### config.mk
export PLATFORM = sky130hd
export DESIGN_NAME = ro_entropy_collector
export DESIGN_NICKNAME = d
export VERILOG_FILES = /design/src/rtl/trng_pkg.sv /design/src/rtl/vn_debiaser.sv /design/src/rtl/ro_entropy_collector.sv
export SDC_FILE = /design/constraint.sdc
export NUM_CORES = 1
export LEC_CHECK = 0
export ABC_AREA = 1
export CAP_MARGIN = 20
export CORE_ASPECT_RATIO = 0.9
export CORE_MARGIN = 2
export CORE_UTILIZATION = 44
export CTS_BUF_LIST = sky130_fd_sc_hd__clkbuf_8
export CTS_CLUSTER_SIZE = 20
export DETAILED_ROUTE_END_ITERATION = 8
export DONT_BUFFER_PORTS = 1
export PLACE_DENSITY = 0.7
export SETUP_SLACK_MARGIN = 0.3
export SLEW_MARGIN = 20
export SYNTH_ARGS = -nofsm -noshare
export SYNTH_HDL_FRONTEND = slang
export SYNTH_SLANG_ARGS = --single-unit
export TNS_END_PERCENT = 5
### constraint.sdc
create_clock -name ro_clk -period 3.4 [get_ports ro_clk]
set_input_delay 0.68 -clock ro_clk [delete_from_list [all_inputs] [get_ports ro_clk]]
set_output_delay 0.68 -clock ro_clk [all_outputs]
set_load 0.01 [all_outputs]
### src/rtl/trng_pkg.sv
// Shared definitions for the ring-oscillator entropy collector.
// Holds the collector state encoding, default sizes and counter width helper.
package trng_pkg;

    typedef enum logic [2:0] {
        ST_IDLE    = 3'd0,
        ST_WARMUP  = 3'd1,
        ST_COLLECT = 3'd2,
        ST_HOLD    = 3'd3,
        ST_FAIL    = 3'd4
    } state_t;

    localparam int WORD_W_DEF    = 32;
    localparam int WARMUP_DEF    = 16;
    localparam int REP_LIMIT_DEF = 32;

    // Width able to hold a counter's terminal value without wrapping.
    function automatic int cnt_w(input int terminal);
        return $clog2(terminal) + 1;
    endfunction

endpackage

### src/rtl/vn_debiaser.sv
// Von Neumann pair debiaser: 10 -> 1, 01 -> 0, 00/11 dropped.
// bit_valid is combinational on the second raw bit of an unequal pair.
module vn_debiaser
    import trng_pkg::*;
(
    input  logic clk,
    input  logic rst_n,
    input  logic raw,
    input  logic sample_en,
    input  logic clear,
    output logic bit_out,
    output logic bit_valid
);

    logic pair_phase;
    logic bit_a;

    assign bit_out   = bit_a;
    assign bit_valid = sample_en && pair_phase && (raw != bit_a);

    // Capture the first bit of each pair and flip the pair phase per sample.
    always_ff @(posedge clk) begin
        if (!rst_n || clear) begin
            pair_phase <= 1'b0;
            bit_a      <= 1'b0;
        end else if (sample_en) begin
            if (!pair_phase) begin
                bit_a <= raw;
            end
            pair_phase <= !pair_phase;
        end
    end

endmodule

### src/rtl/ro_entropy_collector.sv
// Ring-oscillator entropy collector: XOR combine, repetition health test,
// von Neumann debiasing and word packing behind a valid/ready handshake.
module ro_entropy_collector
    import trng_pkg::*;
#(
    parameter int NUM_RO    = 4,
    parameter int WORD_W    = WORD_W_DEF,
    parameter int WARMUP    = WARMUP_DEF,
    parameter int REP_LIMIT = REP_LIMIT_DEF
) (
    input  logic              ro_clk,
    input  logic              ro_rst_n,
    input  logic              en,
    input  logic [NUM_RO-1:0] ro_bits,
    output logic [WORD_W-1:0] rnd_data,
    output logic              rnd_valid,
    input  logic              rnd_ready,
    output logic              health_fail,
    output logic              busy
);

    localparam int WC_W = cnt_w(WARMUP);
    localparam int BC_W = cnt_w(WORD_W);
    localparam int RC_W = cnt_w(REP_LIMIT);

    localparam logic [WC_W-1:0] WARM_LAST = WC_W'(WARMUP - 1);
    localparam logic [BC_W-1:0] BIT_LAST  = BC_W'(WORD_W - 1);
    localparam logic [RC_W-1:0] REP_TRIP  = RC_W'(REP_LIMIT);
    localparam logic [RC_W-1:0] REP_ONE   = RC_W'(1);

    state_t          state;
    logic [WC_W-1:0] warm_cnt;
    logic [BC_W-1:0] bit_cnt;
    logic [RC_W-1:0] rep_cnt;
    logic [RC_W-1:0] rep_next;
    logic            last_raw;
    logic            raw;
    logic            collecting;
    logic            vn_clear;
    logic            rep_same;
    logic            trip;
    logic            handshake;
    logic            bit_out;
    logic            bit_valid;

    assign raw        = ^ro_bits;
    assign collecting = (state == ST_COLLECT) && en;
    assign vn_clear   = !collecting;
    assign rep_same   = (rep_cnt != '0) && (raw == last_raw);
    assign rep_next   = rep_same ? rep_cnt + 1'b1 : REP_ONE;
    assign trip       = collecting && (rep_next == REP_TRIP);
    assign handshake  = (state == ST_HOLD) && rnd_valid && rnd_ready;
    assign busy       = (state == ST_WARMUP) || (state == ST_COLLECT);

    vn_debiaser u_vn (
        .clk       (ro_clk),
        .rst_n     (ro_rst_n),
        .raw       (raw),
        .sample_en (collecting),
        .clear     (vn_clear),
        .bit_out   (bit_out),
        .bit_valid (bit_valid)
    );

    // Run-length of identical raw bits; a zero count means "seed on next bit".
    always_ff @(posedge ro_clk) begin
        if (!ro_rst_n) begin
            rep_cnt  <= '0;
            last_raw <= 1'b0;
        end else if (collecting) begin
            rep_cnt  <= rep_next;
            last_raw <= raw;
        end else begin
            rep_cnt  <= '0;
        end
    end

    // Collector FSM with warm-up counter, word shift register and handshake.
    always_ff @(posedge ro_clk) begin
        if (!ro_rst_n) begin
            state       <= ST_IDLE;
            warm_cnt    <= '0;
            bit_cnt     <= '0;
            rnd_data    <= '0;
            rnd_valid   <= 1'b0;
            health_fail <= 1'b0;
        end else begin
            unique case (state)
                ST_IDLE: begin
                    if (en) begin
                        state    <= ST_WARMUP;
                        warm_cnt <= '0;
                    end
                end
                ST_WARMUP: begin
                    if (!en) begin
                        state <= ST_IDLE;
                    end else if (warm_cnt == WARM_LAST) begin
                        state <= ST_COLLECT;
                    end else begin
                        warm_cnt <= warm_cnt + 1'b1;
                    end
                end
                ST_COLLECT: begin
                    if (!en) begin
                        state    <= ST_IDLE;
                        bit_cnt  <= '0;
                        rnd_data <= '0;
                    end else if (trip) begin
                        state       <= ST_FAIL;
                        health_fail <= 1'b1;
                        rnd_valid   <= 1'b0;
                        bit_cnt     <= '0;
                        rnd_data    <= '0;
                    end else if (bit_valid) begin
                        rnd_data <= {rnd_data[WORD_W-2:0], bit_out};
                        bit_cnt  <= bit_cnt + 1'b1;
                        if (bit_cnt == BIT_LAST) begin
                            state     <= ST_HOLD;
                            rnd_valid <= 1'b1;
                        end
                    end
                end
                ST_HOLD: begin
                    if (handshake) begin
                        rnd_valid <= 1'b0;
                        bit_cnt   <= '0;
                        state     <= en ? ST_COLLECT : ST_IDLE;
                    end
                end
                ST_FAIL: begin
                    state <= ST_FAIL;
                end
                default: begin
                    state <= ST_IDLE;
                end
            endcase
        end
    end

endmodule

==> impl_metrics.json, run 1 <==
{
  "nFillCells": 706,
  "dieArea_sq_um": 7760,
  "io_pins": 43,
  "status": "completed",
  "synthArstFlopShare_pct": 0,
  "num_rows": 29,
  "dr.max_layer_used": "met4",
  "synthTopCellsByArea": "dfxtp_1, nand2_1, inv_1",
  "antennaDiodeCount": 0,
  "critPathLaunchType": "register",
  "grt_max_degree": 65,
  "avgSynthCellArea_sq_um": 7.04,
  "p_total_mw": 2.33,
  "netlist_area_sq_um": 3110,
  "setup_violations": 0,
  "hold_violations": 0,
  "wl_met2_mm": 2.72,
  "clock-sinks": 57,
  "leakagePower_nw": 1.71,
  "clockBufferDepth": 2,
  "clock_skew_ns": 0.00721,
  "synthCells": 442,
  "overflow": 0,
  "ys.flop_type": "dfxtp_1",
  "drv_cap": 0,
  "grt_antenna_before_repair": 0,
  "gp_congestion": 0.825,
  "cts.htree.levels": 3,
  "grt_pass1_wl_mm": 10.4,
  "drt_iter0_markers": 169,
  "nets": 448,
  "route.antenna.remaining_nets": 0,
  "wl_met3_um": 439,
  "max_stage_delay_ns": 0.51,
  "hold_class": "input pin to register",
  "synth_top_area_share_pct": 36.7,
  "worstPathArrival_ns": 2.69,
  "drt_first_pass_iters": 4,
  "die_h_um": 83.8,
  "yosysUniqueCellTypes": 32,
  "via_count": 2587,
  "grt_pass1_vias": 2364,
  "grt_util_all_layers_pct": 16.8,
  "cts-resized-gates": 0,
  "fmax_mhz": 406,
  "clk_pin_slew_ns": 0.07,
  "cp.depth": 11,
  "yosysMostFrequentCell": "nand2_1",
  "power.density_nw_per_um2": 694,
  "yosys_warnings": 0,
  "finish.instance_area_sq_um": 3360,
  "cp-startpoint": "rep_cnt[0]",
  "start_util_pct": 44.6,
  "place_inst": 517,
  "drive_above_1_share_pct": 12.3,
  "wl_met1_mm": 2.85,
  "fin_crit_ns": 2.46,
  "synth_seq_cells": 57,
  "worst_pin_slew_ns": 0.929,
  "rsz0062_at_grt": "false",
  "critPathTopFamily": "simple AND/OR/NAND/NOR gates",
  "tns_ns": 0,
  "timing.rr.end": "rnd_data[9]",
  "post_cts.repair.setup_buffers": 0,
  "post-route-period-util_pct": 72.4,
  "worst_skew_pair.late_latency_ns": 0.34,
  "tritoncts": "built",
  "dpl-instance-area_sq_um": 3080,
  "regToRegSetupSlack_ns": 0.94,
  "r2r-start": "rep_cnt[0]",
  "synthTopCellsByCount": "nand2_1, inv_1, nor2_1",
  "cts_hold_buf": 0,
  "syn_to_final_growth_pct": 8.04,
  "wl_per_cell_um": 11.4,
  "cts_root_buffer": "clkbuf_8",
  "instances_no_fill": 533,
  "coreArea_sq_um": 6970,
  "drc": 0,
  "crit_slowest_cell": "nand3_4",
  "path_cells": "ha_1 > nand2_1 > nor2_1 > xor2_1 > nand2_1 > nand2_1 > nor2_1 > nand2_2 > nand3_4 > o21bai_1 > nor2_1",
  "yosys.area.top_type": "dfxtp_1",
  "worstPathRequired_ns": 3.63,
  "cts_buffers": 9,
  "criticalPathCategory": "register to register",
  "place_hpwl_mm": 3.95,
  "synth_seq_area_share_pct": 36.7,
  "vdd_drop_max_mv": 0.307,
  "maxSlewHeadroom_pct": 37.7,
  "crit_fanout": 64,
  "ff2ff_path_depth": 11,
  "synth_edf_count": 0,
  "endpoint_kind": "register",
  "finalMaxSlewViolations": 0,
  "fin_util_pct": 48.2,
  "synth_nets": 455,
  "routed_via_density": 4.85,
  "crit_path_end": "rnd_data[9]",
  "io_buffer_count": 0,
  "worst-path-buf-inv": 0,
  "routed_wirelength_mm": 6.10,
  "die_w_um": 92.6
}
[how the worst min path moves through the flow]
stage / start / to / slack (ns) / depth (start not counted)
6_report: ro_rst_n / bit_cnt[4] / 0.45 / 2
5_1_grt: ro_rst_n / bit_cnt[0] / 0.45 / 2
4_1_cts: ro_rst_n / bit_cnt[1] / 0.43 / 2
3_5_place_dp: warm_cnt[4] / warm_cnt[4] / 0.49 / 1
3_3_place_gp: warm_cnt[4] / warm_cnt[4] / 0.48 / 1
2_1_floorplan: u_vn.bit_out / u_vn.bit_out / 0.46 / 2
[flip-flops by register name, summed over array words and instances (netlist names)]
signal / count
u_vn.pair_phase: 1
health_fail: 1
rnd_data: 32
bit_cnt: 6
last_raw: 1
warm_cnt: 5
rnd_valid: 1
state: 3
rep_cnt: 6
u_vn.bit_out: 1
[per-stage QoR]
stage                     worst slack [ns]  hold slack, ns
after global placement               0.823           0.483
final                                0.938           0.452
after global routing                 0.605           0.447
after floorplan                       1.38           0.464
after detailed placement             0.760           0.487
after CTS                            0.971           0.434
[report_power, final]
group | leakage (nW) | internal, mW | switching [mW] | total [mW]
logic | 1.11 | 0.194 | 0.329 | 0.523
registers | 0.463 | 0.790 | 0.145 | 0.935
clock network | 0.140 | 0.600 | 0.275 | 0.875
[per-layer routing]
metal	global-route usage, %	vias to the layer above
met5	0	-
met2	26.7	49
met1	19.5	1166
li1	-	1363
met3	8.67	9
met4	5.61	0
[cells in the final DEF (no fill, tap or decap)]
cell	Yosys	final
clkinv_2	0	1
inv_1	66	66
nor3_1	10	10
o211a_1	1	1
o21ai_0	3	3
nor2_2	12	12
clkinv_1	1	1
nor3_2	1	1
a21boi_0	1	1
xnor2_1	1	1
nand3_4	1	1
o21bai_2	10	10
nor2_4	2	2
ha_1	5	5
clkbuf_8	0	11
nor4_1	2	2
inv_2	4	4
nand3_1	48	48
a21oi_1	11	11
or2_2	1	1
a211oi_1	1	1
xor2_1	7	7
o21ai_1	1	1
bufinv_16	0	4
nor2_1	63	63
nand3b_1	1	1
buf_4	0	1
nand2_1	85	85
o21bai_1	22	22
nand2_2	4	4
nand3_2	2	2
dfxtp_1	57	57
[cells by family (layout without fill, tap and decap cells)]
family	count (synthesis)	in the layout	share of synthesized area, %
compound gates	50	50	12.1
xor+xnor	8	8	2.25
fa+ha+maj	5	5	2.01
buf+inv	90	88	13.4
flops	57	57	36.7
simple gates	232	232	33.5
[area by class of cell]
class / count / area (sq um) / area share (%)
Tap cell: 93 / 116 / 3.46
Inverter: 71 / 267 / 7.93
Clock buffer: 11 / 151 / 4.50
Timing Repair Buffer: 1 / 7.51 / 0.223
Multi-Input combinational cell: 295 / 1550 / 46.2
Sequential cell: 57 / 1140 / 34.0
Clock inverter: 5 / 125 / 3.72
[worst register-to-register path: stages (launching register included)]
cell      delay, ns
dfxtp_1        0.41
ha_1           0.20
nand2_1        0.08
nor2_1         0.12
xor2_1         0.25
nand2_1        0.12
nand2_1        0.07
nor2_1         0.06
nand2_2        0.08
nand3_4        0.51
o21bai_1       0.41
nor2_1         0.06
Power figures use the tool's default switching activity.
==> run 2: changes to the inputs <==
- clock period: 3.4 -> 2.5 ns (I/O delays scaled with it)
==> impl_metrics.json, run 2 (synthesized netlist as in run 1, its figures left out) <==
{
  "regToRegSetupSlack_ns": 0.51,
  "worstPathRequired_ns": 2.73,
  "grt_util_all_layers_pct": 17.5,
  "crit_fanout": 14,
  "clock_skew_ns": 0.00818,
  "crit_path_end": "bit_cnt[2]",
  "antennaDiodeCount": 0,
  "die_w_um": 92.6,
  "nets": 451,
  "criticalPathCategory": "register to register",
  "register_area_sq_um": 1140,
  "maxSlewHeadroom_pct": 76.8,
  "worstPathArrival_ns": 2.22,
  "drt_iter0_markers": 96,
  "worst_skew_pair.late_latency_ns": 0.34,
  "leakagePower_nw": 1.69,
  "fin_crit_ns": 1.99,
  "cpMostUsedCell": "nand2_1",
  "via_count": 2610,
  "clock-sinks": 57,
  "critPathLaunchType": "register",
  "clockBufferDepth": 2,
  "routed_via_density": 4.87,
  "route.antenna.remaining_nets": 0,
  "multi_input_area_sq_um": 1560,
  "tritoncts": "built",
  "rsz0062_at_grt": "false",
  "holdWs_ns": 0.277,
  "power.density_nw_per_um2": 856,
  "cp-startpoint": "rep_cnt[0]",
  "fmax_mhz": 502,
  "timing.rr.end": "bit_cnt[2]",
  "dpl-instance-area_sq_um": 3120,
  "die_h_um": 83.8,
  "top_register": "rnd_data",
  "max_stage_delay_ns": 0.37,
  "post-route-period-util_pct": 79.7,
  "vdd_drop_max_mv": 0.484,
  "drt_first_pass_iters": 4,
  "routed_wirelength_mm": 6.16,
  "finish.instance_area_sq_um": 3330,
  "drv_cap": 0,
  "grt_pass1_wl_mm": 11.0,
  "endpoint_kind": "register",
  "r2r-start": "rep_cnt[0]",
  "coreArea_sq_um": 6970,
  "dieArea_sq_um": 7760,
  "cts.htree.levels": 3,
  "grt_antenna_before_repair": 0,
  "layout_commonest_cell": "nand2_1",
  "p_total_mw": 2.85,
  "worst_pin_slew_ns": 0.344,
  "start_util_pct": 44.6,
  "io_pins": 43,
  "nFillCells": 691,
  "hp-start": "ro_rst_n",
  "num_rows": 29,
  "clk_pin_slew_ns": 0.07,
  "final_cell_mix": "nand2_1, inv_1, nor2_1",
  "path_cells": "ha_1 > nand2_1 > nor2_1 > xor2_1 > o21ai_1 > nand3_1 > buf_6 > nand3_1 > nand2_4 > nand2_1 > nand2_1 > nor2_1",
  "largest_reg_flops": 32,
  "cts_root_buffer": "clkbuf_8",
  "io_buffer_count": 0,
  "tns_ns": 0,
  "fin_util_pct": 47.7,
  "crit_slowest_cell": "dfxtp_2",
  "status": "completed",
  "place_hpwl_mm": 4.20,
  "top_regs": "rnd_data (32), bit_cnt (6), rep_cnt (6)",
  "finalMaxSlewViolations": 0,
  "grt_pass1_vias": 2509,
  "overflow": 0,
  "ff2ff_path_depth": 12,
  "hold_violations": 0,
  "syn_to_final_growth_pct": 6.92,
  "hold_class": "input pin to register",
  "cts_buffers": 9,
  "drc": 0,
  "gp_congestion": 0.779,
  "wl_per_cell_um": 11.5,
  "grt_max_degree": 65,
  "drive_above_1_share_pct": 12.9,
  "setup_violations": 0
}
[run 2: cell count changes in the layout (fill, tap and decap cells not counted), sizes merged]
cell,previous run,this run
clkbuf,11,10
inv,70,71
clkinv,2,3
bufinv,4,1
buf,1,4
clkinvlp,0,2
[run 2: per-layer routing]
layer | track usage [%] | routed length, um
met5 | 0 | 0
met4 | 6.02 | 83
met3 | 8.04 | 454
met2 | 27.4 | 2740
met1 | 21.2 | 2880
[run 2: repair_timing]
item | 4_1_cts | 5_1_grt
setup endpoints to repair | 0 | 17
hold buffers | 0 | 0
setup buffers | 0 | 0
resized for setup | 0 | 3
[run 2: through the flow]
stage	worst slack, ns	cells
final	0.508	536
after global routing	0.302	536
after CTS	0.381	536
after detailed placement	0.382	520
after global placement	0.445	520
after floorplan	0.664	442
[run 2: cell type report]
cell class / instances / area share, %
Clock buffer: 10 / 4.14
Clock inverter: 6 / 1.77
Inverter: 71 / 8.01
Multi-Input combinational cell: 295 / 46.8
Sequential cell: 57 / 34.3
Tap cell: 93 / 3.50
Timing Repair Buffer: 4 / 1.39
[run 2: worst min path at each step]
stage,end,slack (ns),cells after the start
finish,bit_cnt[0],0.28,2
floorplan,u_vn.bit_out,0.46,2
detailed placement,warm_cnt[4],0.49,1
global route,bit_cnt[0],0.26,2
global placement,warm_cnt[4],0.49,1
CTS,bit_cnt[0],0.26,2
[run 2: where the power goes]
part / leakage (nW) / switching, mW / internal [mW]
clock network: 0.0995 / 0.366 / 0.479
registers: 0.464 / 0.199 / 1.07
logic: 1.13 / 0.454 / 0.273
[run 2: critical path: cells and delay by family (launching register included)]
| family | cells | cell delay (ns) |
|---|---|---|
| AO/OA/AOI/OAI | 1 | 0.11 |
| XOR/XNOR | 1 | 0.24 |
| adder cells (fa/ha/maj) | 1 | 0.18 |
| buffers and inverters | 1 | 0.18 |
| flip-flops | 1 | 0.37 |
| AND/OR/NAND/NOR | 8 | 0.80 |
==> run 3: changes to the inputs <==
- PLACE_DENSITY: 0.7 -> 0.72
- clock period: 2.5 -> 1.6 ns (I/O delays scaled with it)
==> impl_metrics.json, run 3 (synthesized netlist as in run 1, its figures left out) <==
{
  "post-place-ws_ns": -0.244,
  "routed_wirelength_mm": 7.02,
  "syn_to_final_growth_pct": 26.1,
  "dieArea_sq_um": 7760,
  "drv_cap": 0,
  "endpoint_kind": "register",
  "cp-startpoint": "rep_cnt[0]",
  "critPathLaunchType": "register",
  "grt_util_all_layers_pct": 19.1,
  "path_cells": "nand3_2 > nor2_1 > nand2_1 > xor2_2 > nor2_4 > nand2_1 > nor2_2 > nand2_2 > nand3_4 > buf_6 > buf_12 > nand2_1 > inv_1 > nor2_2",
  "leakagePower_nw": 1.96,
  "clock-sinks": 57,
  "worst_pin_slew_ns": 0.352,
  "hold_class": "input pin to register",
  "route.antenna.remaining_nets": 0,
  "cts_hold_buf": 0,
  "start_util_pct": 44.6,
  "cpMostUsedCell": "nand2_1",
  "setup_violations": 44,
  "power.density_nw_per_um2": 1250,
  "top_regs": "rnd_data (32), bit_cnt (6), rep_cnt (6)",
  "cts_root_buffer": "clkbuf_8",
  "fmax_mhz": 524,
  "grt_pass1_vias": 2721,
  "worst_skew_pair.late_latency_ns": 0.34,
  "wl_per_cell_um": 12.0,
  "nFillCells": 653,
  "multi_input_area_sq_um": 1740,
  "routed_via_density": 4.73,
  "crit_fanout": 13,
  "die_h_um": 83.8,
  "worstPathRequired_ns": 1.83,
  "gp_congestion": 0.843,
  "criticalPathCategory": "register to register",
  "final_cell_mix": "nand2_1, inv_1, nor2_1",
  "die_w_um": 92.6,
  "clock_skew_ns": 0.00690,
  "grt_pass1_wl_mm": 12.0,
  "coreArea_sq_um": 6970,
  "post-route-period-util_pct": 119,
  "crit_path_end": "rnd_data[26]",
  "maxSlewHeadroom_pct": 76.4,
  "overflow": 0,
  "rsz0062_at_grt": "true",
  "ff2ff_path_depth": 14,
  "grt_antenna_before_repair": 0,
  "crit_slowest_cell": "dfxtp_4",
  "regToRegSetupSlack_ns": -0.31,
  "drt_first_pass_iters": 4,
  "clockBufferDepth": 2,
  "place_hpwl_mm": 4.57,
  "antennaDiodeCount": 0,
  "layout_setup_ws_ns": -0.307,
  "nets": 498,
  "max_stage_delay_ns": 0.39,
  "top_register": "rnd_data",
  "cts.htree.levels": 3,
  "worstPathArrival_ns": 2.14,
  "hold_violations": 0,
  "drc": 0,
  "num_rows": 29,
  "finalMaxSlewViolations": 0,
  "holdWs_ns": 0.0941,
  "layout_commonest_cell": "nand2_1",
  "timing.rr.end": "rnd_data[26]",
  "status": "finished with violations",
  "grt_max_degree": 37,
  "violations": "setup timing",
  "drive_above_1_share_pct": 29.4,
  "vdd_drop_max_mv": 0.753,
  "r2r-start": "rep_cnt[0]",
  "clk_pin_slew_ns": 0.07,
  "via_count": 2758,
  "io_pins": 43,
  "register_area_sq_um": 1160,
  "tritoncts": "built",
  "io_buffer_count": 0,
  "drt_iter0_markers": 117,
  "fin_crit_ns": 1.91,
  "cts_buffers": 9,
  "largest_reg_flops": 32,
  "tns_ns": -10.57
}
run 3: changes by cell type in the layout (fill, tap and decap cells not counted), moves of 4 or more:
cell,before,now
nand2_2,3,10
nor2_1,63,58
dfxtp_1,56,50
nand2_1,85,77
nand3_1,48,44
buf_4,2,44
ha_1,5,1
run 3: critical path, delay by kind of cell (launching register included):
kind,cells,cell delay (ns)
xor+xnor,1,0.18
simple gates,10,0.94
flops,1,0.39
buf+inv,3,0.30
run 3: metal layers:
layer  global-route usage, %  vias to the layer above  routed length (um)
li1                        -                     1453                   -
met1                    22.1                     1249                2990
met2                    32.2                       48                3510
met3                    8.22                        8                 430
met4                    5.75                        0                  87
met5                       0                        -                   0
run 3: metrics by stage:
stage	instance area (sq um)	power, mW	instances	utilization [%]
floorplan	3130	3.01	442	-
global placement	3430	3.36	555	49.2
detailed placement	3430	3.42	555	49.2
CTS	3840	4.89	583	55.2
global route	3920	5.25	583	56.3
finish	3920	4.90	583	56.3
run 3: where the power goes:
group / switching, mW / internal, mW
clock network: 0.604 / 0.750
registers: 0.315 / 1.68
logic: 0.837 / 0.709
run 3: timing repair:
action | CTS | global route
buffers inserted | 11 | 0
endpoints found under the setup margin | 55 | 57
resized for setup | 35 | 20
pin swaps | 8 | 11
gates cloned | 1 | 0
run 3: cell type report:
class | count | share of cell area (%)
timing repair buffer | 51 | 11.5
tap | 93 | 2.97
inverter | 71 | 6.79
multi-input combinational | 295 | 44.2
clock inverter | 6 | 1.50
clock buffer | 10 | 3.51
sequential | 57 | 29.5
run 3: how the worst min path moves through the flow:
stage / cells past startpoint / from / end
3_3_place_gp: 2 / ro_rst_n / bit_cnt[0]
2_1_floorplan: 1 / rep_cnt[0] / rep_cnt[0]
5_1_grt: 2 / ro_rst_n / bit_cnt[4]
6_report: 2 / ro_rst_n / bit_cnt[0]
4_1_cts: 2 / ro_rst_n / bit_cnt[0]
3_5_place_dp: 2 / ro_rst_n / rnd_valid
